===== config.mk =====
export PLATFORM = sky130hd
export DESIGN_NAME = pc_gen_flat
export DESIGN_NICKNAME = d
export VERILOG_FILES = /design/src/rtl/pc_gen_if.sv /design/src/rtl/pc_gen.sv /design/src/flat_wrapper.sv
export SDC_FILE = /design/constraint.sdc
export NUM_CORES = 1
export LEC_CHECK = 0
export CAP_MARGIN = 20
export CORE_MARGIN = 4
export CORE_UTILIZATION = 41
export DETAILED_ROUTE_END_ITERATION = 6
export PLACE_DENSITY = 0.8
export SETUP_SLACK_MARGIN = 0.3
export SYNTH_ARGS = -nofsm -noshare
export SYNTH_HDL_FRONTEND = slang
export SYNTH_SLANG_ARGS = --single-unit
export TNS_END_PERCENT = 50

===== constraint.sdc =====
create_clock -name clk -period 2.1 [get_ports clk]
set_input_delay 0.21 -clock clk [delete_from_list [all_inputs] [get_ports clk]]
set_output_delay 0.21 -clock clk [all_outputs]
set_load 0.1 [all_outputs]

===== src/rtl/pc_gen_if.sv =====
// pc_gen_if: fetch-side bundle for the program-counter generator.
//   master : drives hold, redirect requests/targets, step size and memory ready.
//            Observes the fetch request, PC, flush, redirect source and misalign flag.
//   slave  : the pc_gen side of the same signals.
interface pc_gen_if #(
    parameter int XLEN      = 32,
    parameter int NUM_REDIR = 2
);
    localparam int SRCW = (NUM_REDIR > 1) ? $clog2(NUM_REDIR) : 1;

    logic                      hold_i;
    logic [NUM_REDIR-1:0]      redir_en_i;
    logic [NUM_REDIR*XLEN-1:0] redir_addr_i;
    logic                      step_c_i;
    logic                      fetch_ready_i;
    logic                      fetch_valid_o;
    logic [XLEN-1:0]           pc_o;
    logic                      flush_o;
    logic [SRCW-1:0]           redir_src_o;
    logic                      misalign_o;

    modport master (
        output hold_i, redir_en_i, redir_addr_i, step_c_i, fetch_ready_i,
        input  fetch_valid_o, pc_o, flush_o, redir_src_o, misalign_o
    );

    modport slave (
        input  hold_i, redir_en_i, redir_addr_i, step_c_i, fetch_ready_i,
        output fetch_valid_o, pc_o, flush_o, redir_src_o, misalign_o
    );
endinterface


===== src/rtl/pc_gen.sv =====
// pc_gen: fetch-stage program-counter generator.
//   clk, rstn : clock, asynchronous active-low reset.
//   bus       : pc_gen_if.slave
//     hold_i        stall: freezes PC, withdraws fetch request
//     redir_en_i    per-channel redirect request, channel 0 highest priority
//     redir_addr_i  redirect targets, channel k at [k*XLEN +: XLEN]
//     step_c_i      current instruction is 16-bit (used only when C_EXT=1)
//     fetch_ready_i instruction memory accepts the request
//     fetch_valid_o fetch request valid
//     pc_o          current fetch PC
//     flush_o       one-cycle pulse after a redirect is taken
//     redir_src_o   index of the last redirect taken
//     misalign_o    one-cycle pulse after a misaligned redirect is taken
module pc_gen #(
    parameter int              XLEN      = 32,
    parameter logic [XLEN-1:0] RESET_VEC = '0,
    parameter int              NUM_REDIR = 2,
    parameter int              C_EXT     = 0
) (
    input  logic      clk,
    input  logic      rstn,
    pc_gen_if.slave   bus
);
    localparam int SRCW = (NUM_REDIR > 1) ? $clog2(NUM_REDIR) : 1;
    // Bits forced to zero on a redirect target.
    localparam logic [XLEN-1:0] LOW_MASK = (C_EXT != 0) ? XLEN'(1) : XLEN'(3);

    typedef enum logic {BOOT, RUN} state_t;

    state_t          r_state;
    state_t          w_state_nxt;
    logic [XLEN-1:0] r_pc;
    logic            r_flush;
    logic            r_misalign;
    logic [SRCW-1:0] r_src;

    logic            w_redir_any;
    logic [SRCW-1:0] w_win;
    logic [XLEN-1:0] w_tgt;
    logic [XLEN-1:0] w_step;
    logic            w_valid;
    logic            w_hs;

    // Scan from highest index down so the lowest set channel wins.
    always_comb begin
        w_redir_any = |bus.redir_en_i;
        w_win       = '0;
        w_tgt       = '0;
        for (int unsigned k = NUM_REDIR; k > 0; k--) begin
            if (bus.redir_en_i[k-1]) begin
                w_win = SRCW'(k - 1);
                w_tgt = bus.redir_addr_i[(k-1)*XLEN +: XLEN];
            end
        end
    end

    always_comb begin
        w_state_nxt = r_state;
        case (r_state)
            BOOT:    w_state_nxt = RUN;
            RUN:     w_state_nxt = RUN;
            default: w_state_nxt = BOOT;
        endcase
    end

    assign w_step  = ((C_EXT != 0) && bus.step_c_i) ? XLEN'(2) : XLEN'(4);
    assign w_valid = (r_state == RUN) & ~bus.hold_i & ~w_redir_any;
    assign w_hs    = w_valid & bus.fetch_ready_i;

    always_ff @(posedge clk or negedge rstn) begin
        if (!rstn) begin
            r_state    <= BOOT;
            r_pc       <= RESET_VEC;
            r_flush    <= 1'b0;
            r_misalign <= 1'b0;
            r_src      <= '0;
        end else begin
            r_state    <= w_state_nxt;
            r_flush    <= w_redir_any;
            r_misalign <= w_redir_any & (|(w_tgt & LOW_MASK));
            if (w_redir_any) begin
                r_pc  <= w_tgt & ~LOW_MASK;
                r_src <= w_win;
            end else if (!bus.hold_i && w_hs) begin
                r_pc  <= r_pc + w_step;
            end
        end
    end

    assign bus.fetch_valid_o = w_valid;
    assign bus.pc_o          = r_pc;
    assign bus.flush_o       = r_flush;
    assign bus.redir_src_o   = r_src;
    assign bus.misalign_o    = r_misalign;
endmodule


===== src/flat_wrapper.sv =====
// flat-port wrapper written by rule: the top's interface ports become plain ports
module pc_gen_flat 
#(
    parameter int              XLEN      = 32,
    parameter logic [XLEN-1:0] RESET_VEC = '0,
    parameter int              NUM_REDIR = 2,
    parameter int              C_EXT     = 0
)
  (clk, rstn, bus_hold_i, bus_redir_en_i, bus_redir_addr_i, bus_step_c_i, bus_fetch_ready_i, bus_fetch_valid_o, bus_pc_o, bus_flush_o, bus_redir_src_o, bus_misalign_o);
  pc_gen_if #(.XLEN(XLEN), .NUM_REDIR(NUM_REDIR)) bus_i ();
  input  logic clk;
  input  logic rstn;
  input wire logic [$bits(bus_i.hold_i)-1:0] bus_hold_i;
  input wire logic [$bits(bus_i.redir_en_i)-1:0] bus_redir_en_i;
  input wire logic [$bits(bus_i.redir_addr_i)-1:0] bus_redir_addr_i;
  input wire logic [$bits(bus_i.step_c_i)-1:0] bus_step_c_i;
  input wire logic [$bits(bus_i.fetch_ready_i)-1:0] bus_fetch_ready_i;
  output wire logic [$bits(bus_i.fetch_valid_o)-1:0] bus_fetch_valid_o;
  output wire logic [$bits(bus_i.pc_o)-1:0] bus_pc_o;
  output wire logic [$bits(bus_i.flush_o)-1:0] bus_flush_o;
  output wire logic [$bits(bus_i.redir_src_o)-1:0] bus_redir_src_o;
  output wire logic [$bits(bus_i.misalign_o)-1:0] bus_misalign_o;
  assign bus_i.hold_i = bus_hold_i;
  assign bus_i.redir_en_i = bus_redir_en_i;
  assign bus_i.redir_addr_i = bus_redir_addr_i;
  assign bus_i.step_c_i = bus_step_c_i;
  assign bus_i.fetch_ready_i = bus_fetch_ready_i;
  assign bus_fetch_valid_o = bus_i.fetch_valid_o;
  assign bus_pc_o = bus_i.pc_o;
  assign bus_flush_o = bus_i.flush_o;
  assign bus_redir_src_o = bus_i.redir_src_o;
  assign bus_misalign_o = bus_i.misalign_o;
  pc_gen #(.XLEN(XLEN), .RESET_VEC(RESET_VEC), .NUM_REDIR(NUM_REDIR), .C_EXT(C_EXT)) u_core (.clk(clk), .rstn(rstn), .bus(bus_i));
endmodule

==> flow_summary.toml <==
[cts]
htreeDepth = 2
numCtsBuffers = 5
cts.sinks = 34
hold_buffers = 0
cts_buffer_depth = 2
clkSlewWorstSetupHoldPaths_ps = 70
cts_tree = "done"
clockRootBuffer = "clkbuf_8"
clk_latency_ps = 290

[synthesis]
netlist_instances = 271
yosysSeqAreaShare_pct = 37.5
syn_area_um2 = 2270
synth_area_per_cell_um2 = 8.36
synth-edff-count = 0
synth_top_area_share_pct = 37.5
synthDistinctLibCells = 47
synthArstFlopShare_pct = 100
synthTopCellsByArea = "dfrtp_1, a21oi_1, a22oi_1"
synth_flop_cell = "dfrtp_1"
synth_top_area_cell = "dfrtp_1"
ys_ff_latch = 34
yosysWarnings = 0

[pwr]
comb_power_share_pct = 44.0
p_leak_nw = 1.43
switching_power_mw = 1.09
power_density_nw_per_um2 = 672
swShare_pct = 44.6
p_seq_share_pct = 34.9
internal_power_mw = 1.35
ir_drop_mv = 0.477
pwr-share-clk_pct = 21.1

[critical_path]
worstRegToRegCells = 6
rrSetupSlack_ps = 300
cp_slowest_cell = "dfrtp_4"
cp_max_fo = 4
cpPeakStageDelay_ps = 450
critPathCaptureType = "register"
worst-endpoint-required_ps = 2270
cp.arrival_ps = 1960
crit_path_start = "u_core.bus.pc_o[3]"
cp-endpoint = "u_core.bus.pc_o[14]"
crit_chain = "ha_4 -> nand4_1 -> buf_4 -> or3_4 -> o21ai_1 -> a2bb2oi_1"
start_kind = "register"
r2r_start = "u_core.bus.pc_o[3]"
critPathKind = "reg -> reg"
rr_endpoint = "u_core.bus.pc_o[14]"

[timing]
slew_violations = 0
max_slew.worst_pin.slew_ps = 772
hold_violations = 7
rsz0062_at_grt = "yes"
final.min_clock_period_ps = 1800
timing.hold.ws_ps = -9.39
setup_violations = 0
min_period_over_period_pct = 85.6
max_slew_margin_pct = 48.6
clock_skew_ps = 3.82
tns_ps = 0
fmax_mhz = 556

[drt]
vias_per_cell = 5.61
wl_mm = 7.36
wl_per_cell_um = 16.1
drt-pass1-iter-count = 5
vias = 2568
drt_iter0_drc = 171
drc_errors = 0
ant_nets = 0

[place]
hpwlAfterDp_mm = 5.57
io_buffers = 103
routabilityCongestion = 0.847
postPlaceCellArea_um2 = 3480

[cells_and_area]
fillers = 428
nets = 459
drive_gt1_share_pct = 29.1
final_area_um2 = 3630
diodes = 0
area_growth_pct = 60.2

[job]
max_cap_viol_count = 0

[global_routing]
antenna_found_initial = 0
grt_start_max_net_pins = 35
grt_pass1_wl_mm = 11.1
grt.overflow.total = 0
grt_pass1_vias = 2405
grt_util_all_layers_pct = 21.4

[floorplanning]
die_y_um = 82.3
die_w_um = 82.3
dieArea_um2 = 6780
fp.coreArea_um2 = 5240
start_util_pct = 43.3
ioPinCount = 107
fp-row-count = 26

[outcome]
violations = "negative hold slack"
outcome = "finished with violations"

[min_path]
hold_path.class = "in -> async"
[cells by family after synthesis]
kind of cell / count (synthesis) / synth area share [%]
compound gates: 109 / 30.8
xor+xnor: 8 / 3.09
fa+ha+maj: 1 / 0.552
buf+inv: 27 / 5.19
flops: 34 / 37.5
mux: 1 / 0.442
other cells: 2 / 0.331
simple gates: 89 / 22.1
[per-layer routing]
| metal | part of all wire (%) | up-vias | wire length [µm] | track usage, % |
|---|---|---|---|---|
| met1 | 41 | 1205 | 3030 | 27.1 |
| met5 | 0 | - | 0 | 0 |
| li1 | - | 1248 | - | - |
| met3 | 9.0 | 6 | 664 | 5.97 |
| met4 | 0.99 | 0 | 73 | 6.31 |
| met2 | 49 | 109 | 3580 | 35.5 |
[cell usage in the layout (no fill, tap or decap), drive strengths merged, types with 2 or more instances in the layout]
cell type,count
conb,3
a31o,2
o21ai,28
a2bb2oi,13
inv,9
nand2,22
clkdlybuf4s50,67
and3,2
a22oi,19
xor2,6
clkbuf,7
a31oi,5
a21oi,30
nor3,6
nand4,14
buf,58
dfrtp,34
and4,2
nor2b,3
a22o,5
and2,3
xnor2,2
nand3,10
or3,2
nor2,18
o31ai,2
[worst min-delay path by stage]
stage / start / end / slack (ps) / depth (start not counted)
after detailed placement: rstn / u_core.bus.flush_o / 330 / 1
after global placement: rstn / u_core.bus.flush_o / 350 / 1
final: rstn / u_core.bus.pc_o[27] / -9 / 1
after global routing: rstn / u_core.bus.flush_o / 50 / 1
after floorplan: rstn / u_core.bus.flush_o / -90 / 0
after CTS: rstn / u_core.bus.flush_o / 20 / 1
[critical path: cells and delay by family (launching register included)]
| kind | cells | cell delay, ps |
|---|---|---|
| simple gates | 2 | 600 |
| flops | 1 | 450 |
| buf+inv | 1 | 250 |
| compound gates | 2 | 210 |
| fa+ha+maj | 1 | 150 |
[what timing repair did]
action                     CTS  global route
cloned                       0             0
setup endpoints to repair    3             9
setup buffers                0             6
pin swaps                    1             3
resized for setup            0             7
[flip-flops by register name, indices dropped and copies added, names as in the netlist]
signal,cells
u_core.r_state,1
u_core.bus.redir_src_o,1
u_core.bus.pc_o,30
u_core.bus.misalign_o,1
u_core.bus.flush_o,1
[final cells by class]
cell class	count	area, µm²	area share [%]
repair buffers	126	1130	31.2
multi-input cells	211	1370	37.6
inverters	9	33.8	0.931
clock buffers	7	86.3	2.38
clock inverters	1	5.00	0.138
flip-flops and latches	34	920	25.3
well taps	70	87.6	2.41
[through the flow]
step | power [mW] | utilization (%) | cells | worst slack (ps)
final | 2.44 | 69.3 | 458 | 302
after global routing | 2.54 | 69.3 | 458 | 255
after CTS | 2.44 | 68.2 | 452 | 304
after detailed placement | 1.93 | 66.4 | 444 | 107
after global placement | 1.91 | 66.4 | 444 | 126
after floorplan | 1.59 | - | 272 | 270
[Yosys cell counts (2+ instances only)]
library cell  instances
o21ai_1               2
a31oi_1               5
nor2_2                2
a31o_2                2
and3_1                2
and4_1                2
clkbuf_1             11
conb_1                2
and2_1                3
or3_2                 2
a22oi_1              19
o31ai_1               2
nand3_1              10
dfrtp_1              34
buf_4                 3
buf_2                 3
a21oi_1              30
a22o_1                5
xor2_1                6
nand2_1              22
nor2_1               16
nor3_1                4
xnor2_1               2
nand4_1              12
a2bb2oi_1            13
nor2b_1               3
o21ai_0              26
inv_1                 9
[power groups by stage]
stage	Sequential (mW)	Combinational, mW	Clock [mW]
floorplan	1.35	0.239	0
detailed placement	0.865	1.06	0
CTS	0.853	1.06	0.524
finish	0.852	1.07	0.514
global placement	0.860	1.05	0
global route	0.864	1.12	0.557
Note: power is estimated with default switching activity, not from simulation.
